### src/rtl/pc_pkg.sv
// pc_pkg: next-PC select codes and a constant log2 helper shared by the PC sequencer
package pc_pkg;
  localparam logic [2:0] SEL_HOLD = 3'd0;
  localparam logic [2:0] SEL_SEQ  = 3'd1;
  localparam logic [2:0] SEL_BR   = 3'd2;
  localparam logic [2:0] SEL_J    = 3'd3;
  localparam logic [2:0] SEL_JR   = 3'd4;
  localparam logic [2:0] SEL_CALL = 3'd5;
  localparam logic [2:0] SEL_RET  = 3'd6;
  function automatic int clog2(input int v);
    int r;
    r = 0;
    for (int i = 0; i < 31; i++) if ((1 << i) < v) r = i + 1;
    return r;
  endfunction
endpackage

### src/rtl/pc_sequencer_if.sv
// pc_sequencer_if: fetch-control bundle between the front end and the PC sequencer
interface pc_sequencer_if #(parameter int ADDR_WIDTH = 32) ();
  logic                  Stall;
  logic                  BranchTaken;
  logic [ADDR_WIDTH-1:0] BranchOffset;
  logic                  Jump;
  logic [ADDR_WIDTH-1:0] JumpTarget;
  logic                  JumpReg;
  logic [ADDR_WIDTH-1:0] RegTarget;
  logic                  Call;
  logic                  Return;
  logic [ADDR_WIDTH-1:0] PCResult;
  logic [ADDR_WIDTH-1:0] PCPlusInc;
  logic                  RasEmpty;
  logic                  RasFull;
  logic                  MisalignFault;
  modport master (
    output Stall, BranchTaken, BranchOffset, Jump, JumpTarget, JumpReg, RegTarget, Call, Return,
    input  PCResult, PCPlusInc, RasEmpty, RasFull, MisalignFault
  );
  modport slave (
    input  Stall, BranchTaken, BranchOffset, Jump, JumpTarget, JumpReg, RegTarget, Call, Return,
    output PCResult, PCPlusInc, RasEmpty, RasFull, MisalignFault
  );
endinterface

### src/rtl/pc_ras.sv
// pc_ras: circular return-address stack that overwrites its oldest entry when full
module pc_ras
  import pc_pkg::*;
#(
  parameter int ADDR_WIDTH = 32,
  parameter int RAS_DEPTH  = 4
) (
  input  logic                  Clk,
  input  logic                  Reset,
  input  logic                  push,
  input  logic                  pop,
  input  logic [ADDR_WIDTH-1:0] push_data,
  output logic [ADDR_WIDTH-1:0] top,
  output logic                  empty,
  output logic                  full
);
  localparam int PW = clog2(RAS_DEPTH);
  localparam int CW = PW + 1;
  logic [ADDR_WIDTH-1:0] mem [RAS_DEPTH];
  logic [PW-1:0]         ptr;
  logic [CW-1:0]         cnt, cnt_next;
  assign top = mem[ptr - PW'(1)];
  // count saturates on push-when-full because the oldest slot is simply reused
  always_comb cnt_next = push ? (full ? cnt : cnt + CW'(1)) : (pop && !empty) ? cnt - CW'(1) : cnt;
  // storage is not reset; entries are only visible once the count covers them
  always_ff @(posedge Clk) if (Reset && push) mem[ptr] <= push_data;
  // pointer, count and registered occupancy flags
  always_ff @(posedge Clk) begin
    if (!Reset) begin
      ptr   <= '0;
      cnt   <= '0;
      empty <= 1'b1;
      full  <= 1'b0;
    end else begin
      ptr   <= push ? ptr + PW'(1) : (pop && !empty) ? ptr - PW'(1) : ptr;
      cnt   <= cnt_next;
      empty <= cnt_next == '0;
      full  <= cnt_next == CW'(RAS_DEPTH);
    end
  end
endmodule

### src/rtl/pc_sequencer.sv
// pc_sequencer: fetch PC register with prioritised next-PC selection, RAS and misalignment fault
module pc_sequencer
  import pc_pkg::*;
#(
  parameter int                    ADDR_WIDTH   = 32,
  parameter logic [ADDR_WIDTH-1:0] RESET_VECTOR = '0,
  parameter int                    INC          = 4,
  parameter int                    RAS_DEPTH    = 4
) (
  input logic          Clk,
  input logic          Reset,
  pc_sequencer_if.slave bus
);
  localparam int                    LSB  = clog2(INC);
  localparam logic [ADDR_WIDTH-1:0] MASK = ADDR_WIDTH'(INC - 1);
  logic [2:0]            sel;
  logic [ADDR_WIDTH-1:0] pc, pc_inc, next_pc, top;
  logic                  misal, push, pop, empty, full, fault;
  assign pc_inc = pc + ADDR_WIDTH'(INC);
  // fixed priority: stall, return, call, jump-register, jump, branch, sequential
  always_comb sel = bus.Stall ? SEL_HOLD : bus.Return ? SEL_RET : bus.Call ? SEL_CALL :
                    bus.JumpReg ? SEL_JR : bus.Jump ? SEL_J : bus.BranchTaken ? SEL_BR : SEL_SEQ;
  // only the selected source reaches next_pc, so idle target inputs may float
  always_comb next_pc = sel == SEL_RET ? (empty ? bus.RegTarget : top) :
                        (sel == SEL_CALL || sel == SEL_J) ? bus.JumpTarget :
                        sel == SEL_JR ? bus.RegTarget :
                        sel == SEL_BR ? pc_inc + (bus.BranchOffset << LSB) :
                        sel == SEL_SEQ ? pc_inc : pc;
  assign misal = sel != SEL_HOLD && sel != SEL_SEQ && |(next_pc & MASK);
  assign push  = sel == SEL_CALL && !misal;
  assign pop   = sel == SEL_RET && !empty && !misal;
  pc_ras #(.ADDR_WIDTH(ADDR_WIDTH), .RAS_DEPTH(RAS_DEPTH)) u_ras (
    .Clk(Clk), .Reset(Reset), .push(push), .pop(pop), .push_data(pc_inc),
    .top(top), .empty(empty), .full(full)
  );
  // a rejected target holds the PC and raises a one-cycle fault
  always_ff @(posedge Clk) begin
    if (!Reset) begin
      pc    <= RESET_VECTOR;
      fault <= 1'b0;
    end else begin
      pc    <= (sel != SEL_HOLD && !misal) ? next_pc : pc;
      fault <= misal;
    end
  end
  assign bus.PCResult      = pc;
  assign bus.PCPlusInc     = pc_inc;
  assign bus.RasEmpty      = empty;
  assign bus.RasFull       = full;
  assign bus.MisalignFault = fault;
endmodule

### src/flat_wrapper.sv
// flat-port wrapper written by rule: the top's interface ports become plain ports
module pc_sequencer_flat import pc_pkg::*;
#(
  parameter int                    ADDR_WIDTH   = 32,
  parameter logic [ADDR_WIDTH-1:0] RESET_VECTOR = '0,
  parameter int                    INC          = 4,
  parameter int                    RAS_DEPTH    = 4
)
  (Clk, Reset, bus_Stall, bus_BranchTaken, bus_BranchOffset, bus_Jump, bus_JumpTarget, bus_JumpReg, bus_RegTarget, bus_Call, bus_Return, bus_PCResult, bus_PCPlusInc, bus_RasEmpty, bus_RasFull, bus_MisalignFault);
  pc_sequencer_if #(.ADDR_WIDTH(ADDR_WIDTH)) bus_i ();
  input logic Clk;
  input logic Reset;
  input wire logic [$bits(bus_i.Stall)-1:0] bus_Stall;
  input wire logic [$bits(bus_i.BranchTaken)-1:0] bus_BranchTaken;
  input wire logic [$bits(bus_i.BranchOffset)-1:0] bus_BranchOffset;
  input wire logic [$bits(bus_i.Jump)-1:0] bus_Jump;
  input wire logic [$bits(bus_i.JumpTarget)-1:0] bus_JumpTarget;
  input wire logic [$bits(bus_i.JumpReg)-1:0] bus_JumpReg;
  input wire logic [$bits(bus_i.RegTarget)-1:0] bus_RegTarget;
  input wire logic [$bits(bus_i.Call)-1:0] bus_Call;
  input wire logic [$bits(bus_i.Return)-1:0] bus_Return;
  output wire logic [$bits(bus_i.PCResult)-1:0] bus_PCResult;
  output wire logic [$bits(bus_i.PCPlusInc)-1:0] bus_PCPlusInc;
  output wire logic [$bits(bus_i.RasEmpty)-1:0] bus_RasEmpty;
  output wire logic [$bits(bus_i.RasFull)-1:0] bus_RasFull;
  output wire logic [$bits(bus_i.MisalignFault)-1:0] bus_MisalignFault;
  assign bus_i.Stall = bus_Stall;
  assign bus_i.BranchTaken = bus_BranchTaken;
  assign bus_i.BranchOffset = bus_BranchOffset;
  assign bus_i.Jump = bus_Jump;
  assign bus_i.JumpTarget = bus_JumpTarget;
  assign bus_i.JumpReg = bus_JumpReg;
  assign bus_i.RegTarget = bus_RegTarget;
  assign bus_i.Call = bus_Call;
  assign bus_i.Return = bus_Return;
  assign bus_PCResult = bus_i.PCResult;
  assign bus_PCPlusInc = bus_i.PCPlusInc;
  assign bus_RasEmpty = bus_i.RasEmpty;
  assign bus_RasFull = bus_i.RasFull;
  assign bus_MisalignFault = bus_i.MisalignFault;
  pc_sequencer #(.ADDR_WIDTH(ADDR_WIDTH), .RESET_VECTOR(RESET_VECTOR), .INC(INC), .RAS_DEPTH(RAS_DEPTH)) u_core (.Clk(Clk), .Reset(Reset), .bus(bus_i));
endmodule
### config.mk
export PLATFORM = sky130hd
export DESIGN_NAME = pc_sequencer_flat
export DESIGN_NICKNAME = d
export VERILOG_FILES = /design/src/rtl/pc_pkg.sv /design/src/rtl/pc_sequencer_if.sv /design/src/rtl/pc_ras.sv /design/src/rtl/pc_sequencer.sv /design/src/flat_wrapper.sv
export SDC_FILE = /design/constraint.sdc
export NUM_CORES = 1
export LEC_CHECK = 0
export ABC_AREA = 1
export BUFFER_PORTS_ARGS = -buffer_cell sky130_fd_sc_hd__buf_2
export CELL_PAD_IN_SITES_DETAIL_PLACEMENT = 1
export CELL_PAD_IN_SITES_GLOBAL_PLACEMENT = 2
export CORE_UTILIZATION = 33
export CTS_CLUSTER_SIZE = 12
export DETAILED_ROUTE_END_ITERATION = 12
export HOLD_SLACK_MARGIN = 0.06
export PLACE_DENSITY_LB_ADDON = 0.1
export SLEW_MARGIN = 20
export SYNTH_ARGS = -nofsm -noshare
export SYNTH_HDL_FRONTEND = slang
export SYNTH_SLANG_ARGS = --single-unit
### constraint.sdc
create_clock -name Clk -period 5.5 [get_ports Clk]
set_input_delay 0 -clock Clk [delete_from_list [all_inputs] [get_ports Clk]]
set_output_delay 0 -clock Clk [all_outputs]
set_load 0.005 [all_outputs]
## After elaboration in Yosys (flattened, before gate mapping)

Memories as Yosys holds them, arrays and structs flattened.
Index checks and enable logic that the tools add are counted.

| word-level totals | value |
|---|---|
| register bits | 40 |
| memory bits (writable) | 128 |
| input bits | 104 |
| output and inout port bits | 67 |
| word-level logic and storage cells | 58 |
| memories kept | 1 |

| cells by class | value |
|---|---|
| $add $sub $neg | 6 |
| equality and inequality tests | 8 |
| multiplexer cells | 19 |
| reductions and logical operators | 17 |

Memory list:

| name | depth | width | read ports | clocked after Yosys merged registers in | write ports | RTL line | source |
|---|---|---|---|---|---|---|---|
| u_core.u_ras.mem | 4 | 32 | 1 | 0 | 1 | pc_ras.sv:19 | `logic [ADDR_WIDTH-1:0] mem [RAS_DEPTH];` |

Operators by type and width:

| cell | number |
|---|---|
| 32-bit two-way mux | 6 |
| 32-bit by 3-bit adder with 32-bit output, second input constant | 1 |
| 32-bit adder | 1 |
| 3-bit two-way mux | 8 |
| 3-bit == test, second input constant | 4 |
| 1-bit logical AND | 8 |
| 3-bit by 2-bit == test with 1-bit output, second input constant | 2 |
| 2-bit two-way mux | 3 |
| 5-bit nonzero test | 1 |
| 3-bit by 1-bit adder with 3-bit output, second input constant | 1 |
| 3-bit by 1-bit == test with 1-bit output, second input constant | 1 |
| 3-bit zero test | 1 |
| 3-bit by 1-bit != test with 1-bit output, second input constant | 1 |
| 3-bit nonzero test | 1 |
| 3-bit by 1-bit subtractor with 3-bit output, second input constant | 1 |
| 2-bit by 1-bit adder with 2-bit output, second input constant | 1 |
| 1-bit zero test | 2 |
| 1-bit two-way mux | 2 |
| 2-bit AND reduction | 1 |
| 2-bit nonzero test | 1 |
| 2-bit OR reduction | 1 |
| 2-bit by 1-bit subtractor with 2-bit output, second input constant | 1 |
| 1-bit logical OR | 1 |

## Logic depth before layout (Yosys ltp)

| depth | value |
|---|---|
| depth in word-level cells | 20 |
| mapped depth | 27 |
| depth with buffers taken out | 27 |

## By module

From an unflattened synthesis, not the netlist that was laid out.

| second synthesis, totals | value |
|---|---|
| cell total of the unflattened synthesis | 1542 |
| area, all modules | 11275.8 um2 |

Modules (own cells, without submodules):

| module | instances | cells each | area each (um2) | sequential area each (um2) |
|---|---|---|---|---|
| pc_sequencer | 1 | 1164 | 6038.3 | 660.6 |
| pc_ras | 1 | 378 | 5237.5 | 3983.8 |

## Worst setup path before layout

No wires, ideal clock.

| timing path | value |
|---|---|
| path type | reg-to-reg |
| start point | register u_core.u_ras.ptr[0] |
| end point | memory u_core.u_ras.mem[0][0] (enable) |
| arrival | 3.447 ns |
| required time | 5.079 ns |
| slack | 1.632 ns |
| stages on the path, launching flop included | 17 |
| buffers on the path | 2 |
| cell sequence | dfxtp_1 -> inv_1 -> buf_2 -> clkbuf_1 -> ha_1 -> inv_1 -> o21ai_0 -> o22ai_1 -> a21oi_1 -> o21ai_0 -> nand2_1 -> nand3_2 -> nand2_4 -> nand2_4 -> inv_1 -> nand2_1 -> nor2_1 |

| on the way | value |
|---|---|
| cells in the longest elaborated chain, start to end | 11 |

RTL lines:

| item | RTL line | source |
|---|---|---|
| start, declared | pc_ras.sv:20 | `logic [PW-1:0] ptr;` |
| start signal, assigned | pc_ras.sv:35 | `ptr <= push ? ptr + PW'(1) : (pop && !empty) ? ptr - PW'(1) : ptr;` |
| 2-bit by 1-bit subtractor with 2-bit output | pc_ras.sv:22 | `assign top = mem[ptr - PW'(1)];` |
| memory 4 x 32 bit | - |  |
| 32-bit two-way mux (2 in a row) | pc_sequencer.sv:24 | `always_comb next_pc = sel == SEL_RET ? (empty ? bus.RegTarget : top) :` |
| 2-bit OR reduction | pc_sequencer.sv:29 | `assign misal = sel != SEL_HOLD && sel != SEL_SEQ && \|(next_pc & MASK);` |
| 1-bit logical AND | pc_sequencer.sv:29 |  |
| 1-bit zero test | pc_sequencer.sv:30 | `assign push = sel == SEL_CALL && !misal;` |
| 1-bit logical AND | pc_sequencer.sv:30 |  |
| 1-bit logical AND | pc_ras.sv:26 | `always_ff @(posedge Clk) if (Reset && push) mem[ptr] <= push_data;` |
| 1-bit two-way mux | pc_ras.sv:26 |  |
| 1-bit two-way mux (implied by the code) | pc_ras.sv:26 |  |
| end, declared | pc_ras.sv:19 |  |

Parallel ways exist; a longest one is shown, timed or not.

## Worst setup path in the final report

| timing path | value |
|---|---|
| start point | register u_core.pc[8] (netlist: u_core.bus.PCResult[8]) |
| end point | register u_core.pc[17] (netlist: u_core.bus.PCResult[17]) |

| on the way | value |
|---|---|
| cells in the longest elaborated chain, start to end | 6 |

RTL lines:

| item | RTL line | source |
|---|---|---|
| start, declared | pc_sequencer.sv:17 | `logic [ADDR_WIDTH-1:0] pc, pc_inc, next_pc, top;` |
| start signal, assigned | pc_sequencer.sv:42 | `pc <= (sel != SEL_HOLD && !misal) ? next_pc : pc;` |
| 32-bit by 3-bit adder with 32-bit output * | pc_sequencer.sv:19 | `assign pc_inc = pc + ADDR_WIDTH'(INC);` |
| 32-bit adder / 32-bit two-way mux (equally long branches) | pc_sequencer.sv:27, pc_sequencer.sv:28 |  |
| 32-bit two-way mux * | pc_sequencer.sv:27 | `sel == SEL_BR ? pc_inc + (bus.BranchOffset << LSB) :` |
| 32-bit two-way mux * | pc_sequencer.sv:26 | `sel == SEL_JR ? bus.RegTarget :` |
| 32-bit two-way mux * | pc_sequencer.sv:25 | `(sel == SEL_CALL \|\| sel == SEL_J) ? bus.JumpTarget :` |
| 32-bit two-way mux * | pc_sequencer.sv:24 |  |

Mark *: on every way between the ends. The rest lies on a longest branch, timed or not. The select of a mux whose other input is x is not followed.
A chain may end at the register's enable or synchronous reset.

==> key figures <==
Outcome
  • Status: completed

Finish
  • Final Net Count: between 1500 and 2000
  • Post-Layout Cell Count: about 2100
  • Multi-input logic area: between 0.005 and 0.006 mm2
  • Register Area: between 0.004 and 0.005 mm2
  • Fill cells: between 3000 and 4000
  • Layout cells sized above 1: 0.170
  • Post-route cell area: 0.0132 mm2
  • Post-Route Utilization: 0.414
  • Ant. Diodes: 0
  • Syn-to-layout area delta: 22.2%

Worst setup path
  • CP max FO: 7
  • Critical path class: reg2reg
  • CP startpoint kind: flop
  • Reg2reg start: u_core.bus.PCResult[8]
  • Crit path to: u_core.bus.PCResult[17]
  • Worst path slowest cell: dlygate4sd3_1
  • CP most frequent cell: nand2_1
  • Flop2flop setup slack: 0.32 ns
  • Crit. Startpoint: u_core.bus.PCResult[8]
  • R2R Path End: u_core.bus.PCResult[17]
  • Critical Path RT: slightly below 6 ns
  • CP delay by family, top: simple AND/OR/NAND/NOR gates
  • CP Depth: 21
  • Worst setup EP type: flop
  • Worst Path Arrival: 5.47 ns
  • Buffer and inverter count on the worst path: 4
  • Worst path max stage delay: 0.58 ns
  • Worst path cell trace: inv_1, nor4_2, nand2_1, nor2_1, xor2_1, inv_1, ha_1, a21oi_1, o21a_1, nand2_1, nand2_1, nand2_1, or2_2, nand3_1, nand2_1, nand2_1, nand2_1, dlygate4sd3_1, nand3_1, dlygate4sd3_1, a21oi_1
  • FF-to-FF path depth: 21

Logic synthesis
  • Synthesized cell area: ~0.011 mm2
  • Synth area leaders: edfxtp_1, nand2_1, dfxtp_1, o21ai_0, nor2_1
  • Number of synthesized register bits: about 170
  • Synth async-reset ratio: 0
  • Synth Instances: between 1000 and 1500
  • Main synth FF type: edfxtp_1
  • Seq/Total Area, Yosys: 0.430
  • Share of the synthesized area in the top cell type: 0.356
  • Netlist cell types: 49
  • Mapped Nets: 1562
  • Number of synthesis warnings: 0
  • Yosys top cell by area: edfxtp_1
  • Syn Area/Cell: ~7.6 um2
  • Number of enable flip-flop cells after synthesis: around 130

Pwr
  • Maximum VDD drop: around 0.00023 V
  • Pleak: approximately 5.6 nW
  • Net Sw Power: between 1 and 1.5 mW
  • Internal power: between 2 and 2.5 mW
  • Comb power frac: 0.283
  • Sw Ratio: 0.349
  • Clock Power Share: 0.331
  • Sequential power share: 0.386
  • PD cells: about 290 mW/mm2
  • Final Power: between 3 and 4 mW

Timing
  • Slew HR: 0.283
  • Final WS setup: about 0.32 ns
  • Tmin final: between 5 and 6 ns
  • Clock skew: 0.0187 ns
  • FMAX: 193 MHz
  • Final Setup Violations: 0
  • Final setup TNS: 0 ns
  • Worst hold margin: about 0.053 ns
  • Slew @ Worst Pin: roughly 1.1 ns
  • Final slew viol count: 0
  • Hold Fails Final Rpt: 0
  • Period utilization: 0.942
  • RSZ-0062 raised after global routing: false

Placement
  • DP Area: between 0.01 and 0.015 mm2
  • Setup WS pre-CTS: around 1.1 ns
  • PortBufs: ~170
  • Final HPWL DP: 35200 um
  • Placed Cells: 1980
  • GP Congestion: between 0.9 and 1

Global route
  • Initial antenna violation count: 1
  • Largest net degree at the start of global routing: slightly below 70
  • GRT Residual Overflow: 0
  • Total GRT Usage: 0.289
  • Number of global-route vias before repair: approximately 11000
  • First-pass GRT wire length: roughly 70000 um

Clock network
  • CTS tree: built
  • Clk sink count: roughly 170
  • CTS H-tree lvls: 4
  • Clock Path Buffers: 2
  • Clk_lat worst skew: between 0.4 and 0.5 ns
  • Clock Tree Root: clkbuf_16
  • Setup Buffers After CTS: 0
  • CTS buffer count: 17
  • Clk slew on worst S/H paths: roughly 0.070 ns

Run
  • Maxcap violations: 0

Routing
  • Final WL: between 40000 and 50000 um
  • Routed vias/inst: around 5.3
  • Antenna Violating Nets Remaining: 0
  • Initial drt markers: 738
  • DRC: 0
  • Detailed-route wire length per cell: between 20 and 25 um
  • Via count: around 11000
  • First-pass iteration count of the detailed router: 5

Die
  • Core area: between 0.03 and 0.04 mm2
  • Rows: 65
  • I/O Pins: 171
  • Die area: roughly 0.033 mm2
  • Die H: roughly 180 um
  • Die X: 183 um
  • Initial core utilization: 0.339

Worst hold path
  • Min-Delay Path Class: in2reg
[area by class of cell]
| type | instances | area share |
|---|---|---|
| clock buffers | 17 | 0.0322 |
| clock inverters | 15 | 0.0145 |
| inverters | 129 | 0.0368 |
| multi-input cells | 1057 | 0.414 |
| flip-flops and latches | 168 | 0.353 |
| well taps | 435 | 0.0413 |
| repair buffers | 233 | 0.109 |
[layout by cell type, fill, tap and decap left out, types with 31 or more instances in the layout]
master,netlist,routed
nand3_1,84,84
dlygate4sd3_1,0,42
dfxtp_1,40,37
nand2_1,320,318
edfxtp_1,128,128
o22ai_1,31,31
inv_1,122,119
buf_2,10,168
a21oi_1,111,111
ha_1,42,42
o21ai_0,136,136
nor2_1,175,169
[synthesized netlist by cell type (all sizes together) (20+ instances only)]
| master | number |
|---|---|
| ha | 42 |
| nand4 | 20 |
| o21ai | 149 |
| buf | 21 |
| a21oi | 112 |
| clkbuf | 40 |
| xor2 | 24 |
| nand2 | 326 |
| dfxtp | 40 |
| nor2 | 180 |
| edfxtp | 128 |
| inv | 127 |
| nand3 | 86 |
| o22ai | 31 |
[sequential cells by signal (all words and copies together) (netlist names)]
register / flops
u_core.u_ras.empty: 1
u_core.u_ras.ptr: 2
u_core.bus.PCResult: 32
u_core.u_ras.mem: 128
u_core.u_ras.full: 1
u_core.u_ras.cnt: 3
u_core.bus.MisalignFault: 1
[power groups by stage]
| stage | logic [mW] | registers [mW] | clock network (mW) |
|---|---|---|---|
| global route | 1.20 | 1.48 | 1.32 |
| global placement | 1.02 | 1.50 | 0 |
| finish | 1.09 | 1.48 | 1.27 |
| CTS | 1.08 | 1.48 | 1.28 |
| detailed placement | 1.03 | 1.50 | 0 |
| floorplan | 0.610 | 1.48 | 0 |
[cells by family after synthesis]
family,synth area share
AND/OR/NAND/NOR,0.256
AO/OA/AOI/OAI,0.170
buffers and inverters,0.0705
flip-flops,0.430
adder cells (fa/ha/maj),0.0505
XOR/XNOR,0.0227
[tightest hold or removal path: stages]
cell     delay, ns
buf_2         0.09
nand2_1       0.05
nand2_1       0.10
a21oi_1       0.08
a21oi_1       0.13
[repair_timing]
action | 4_1_cts | 5_1_grt
endpoints found under the setup margin | 0 | 4
hold endpoints to repair | 23 | 0
resized for setup | 0 | 10
hold buffers | 42 | 0
[worst min-delay path by stage]
stage               cells past startpoint  slack [ns]                  endpoint          startpoint
floorplan                               2        0.14    u_core.bus.PCResult[0]               Reset
global placement                        5        0.38   u_core.bus.PCResult[29]  bus_JumpTarget[29]
detailed placement                      5        0.37   u_core.bus.PCResult[29]  bus_JumpTarget[29]
CTS                                     4        0.07  u_core.bus.MisalignFault           bus_Stall
global route                            5        0.09   u_core.bus.PCResult[13]   bus_RegTarget[13]
finish                                  5        0.05   u_core.bus.PCResult[13]   bus_RegTarget[13]
[per-layer routing]
metal  vias to the layer above  routed length, um  GRT usage  share of wire
li1                       5218                  -          -              -
met1                      5328              22100      0.394           0.47
met5                         -                  0          0              0
met2                       305              21300      0.464           0.45
met3                        68               2220     0.0361          0.047
met4                         0               1720      0.114          0.036
Power figures use the tool's default switching activity.
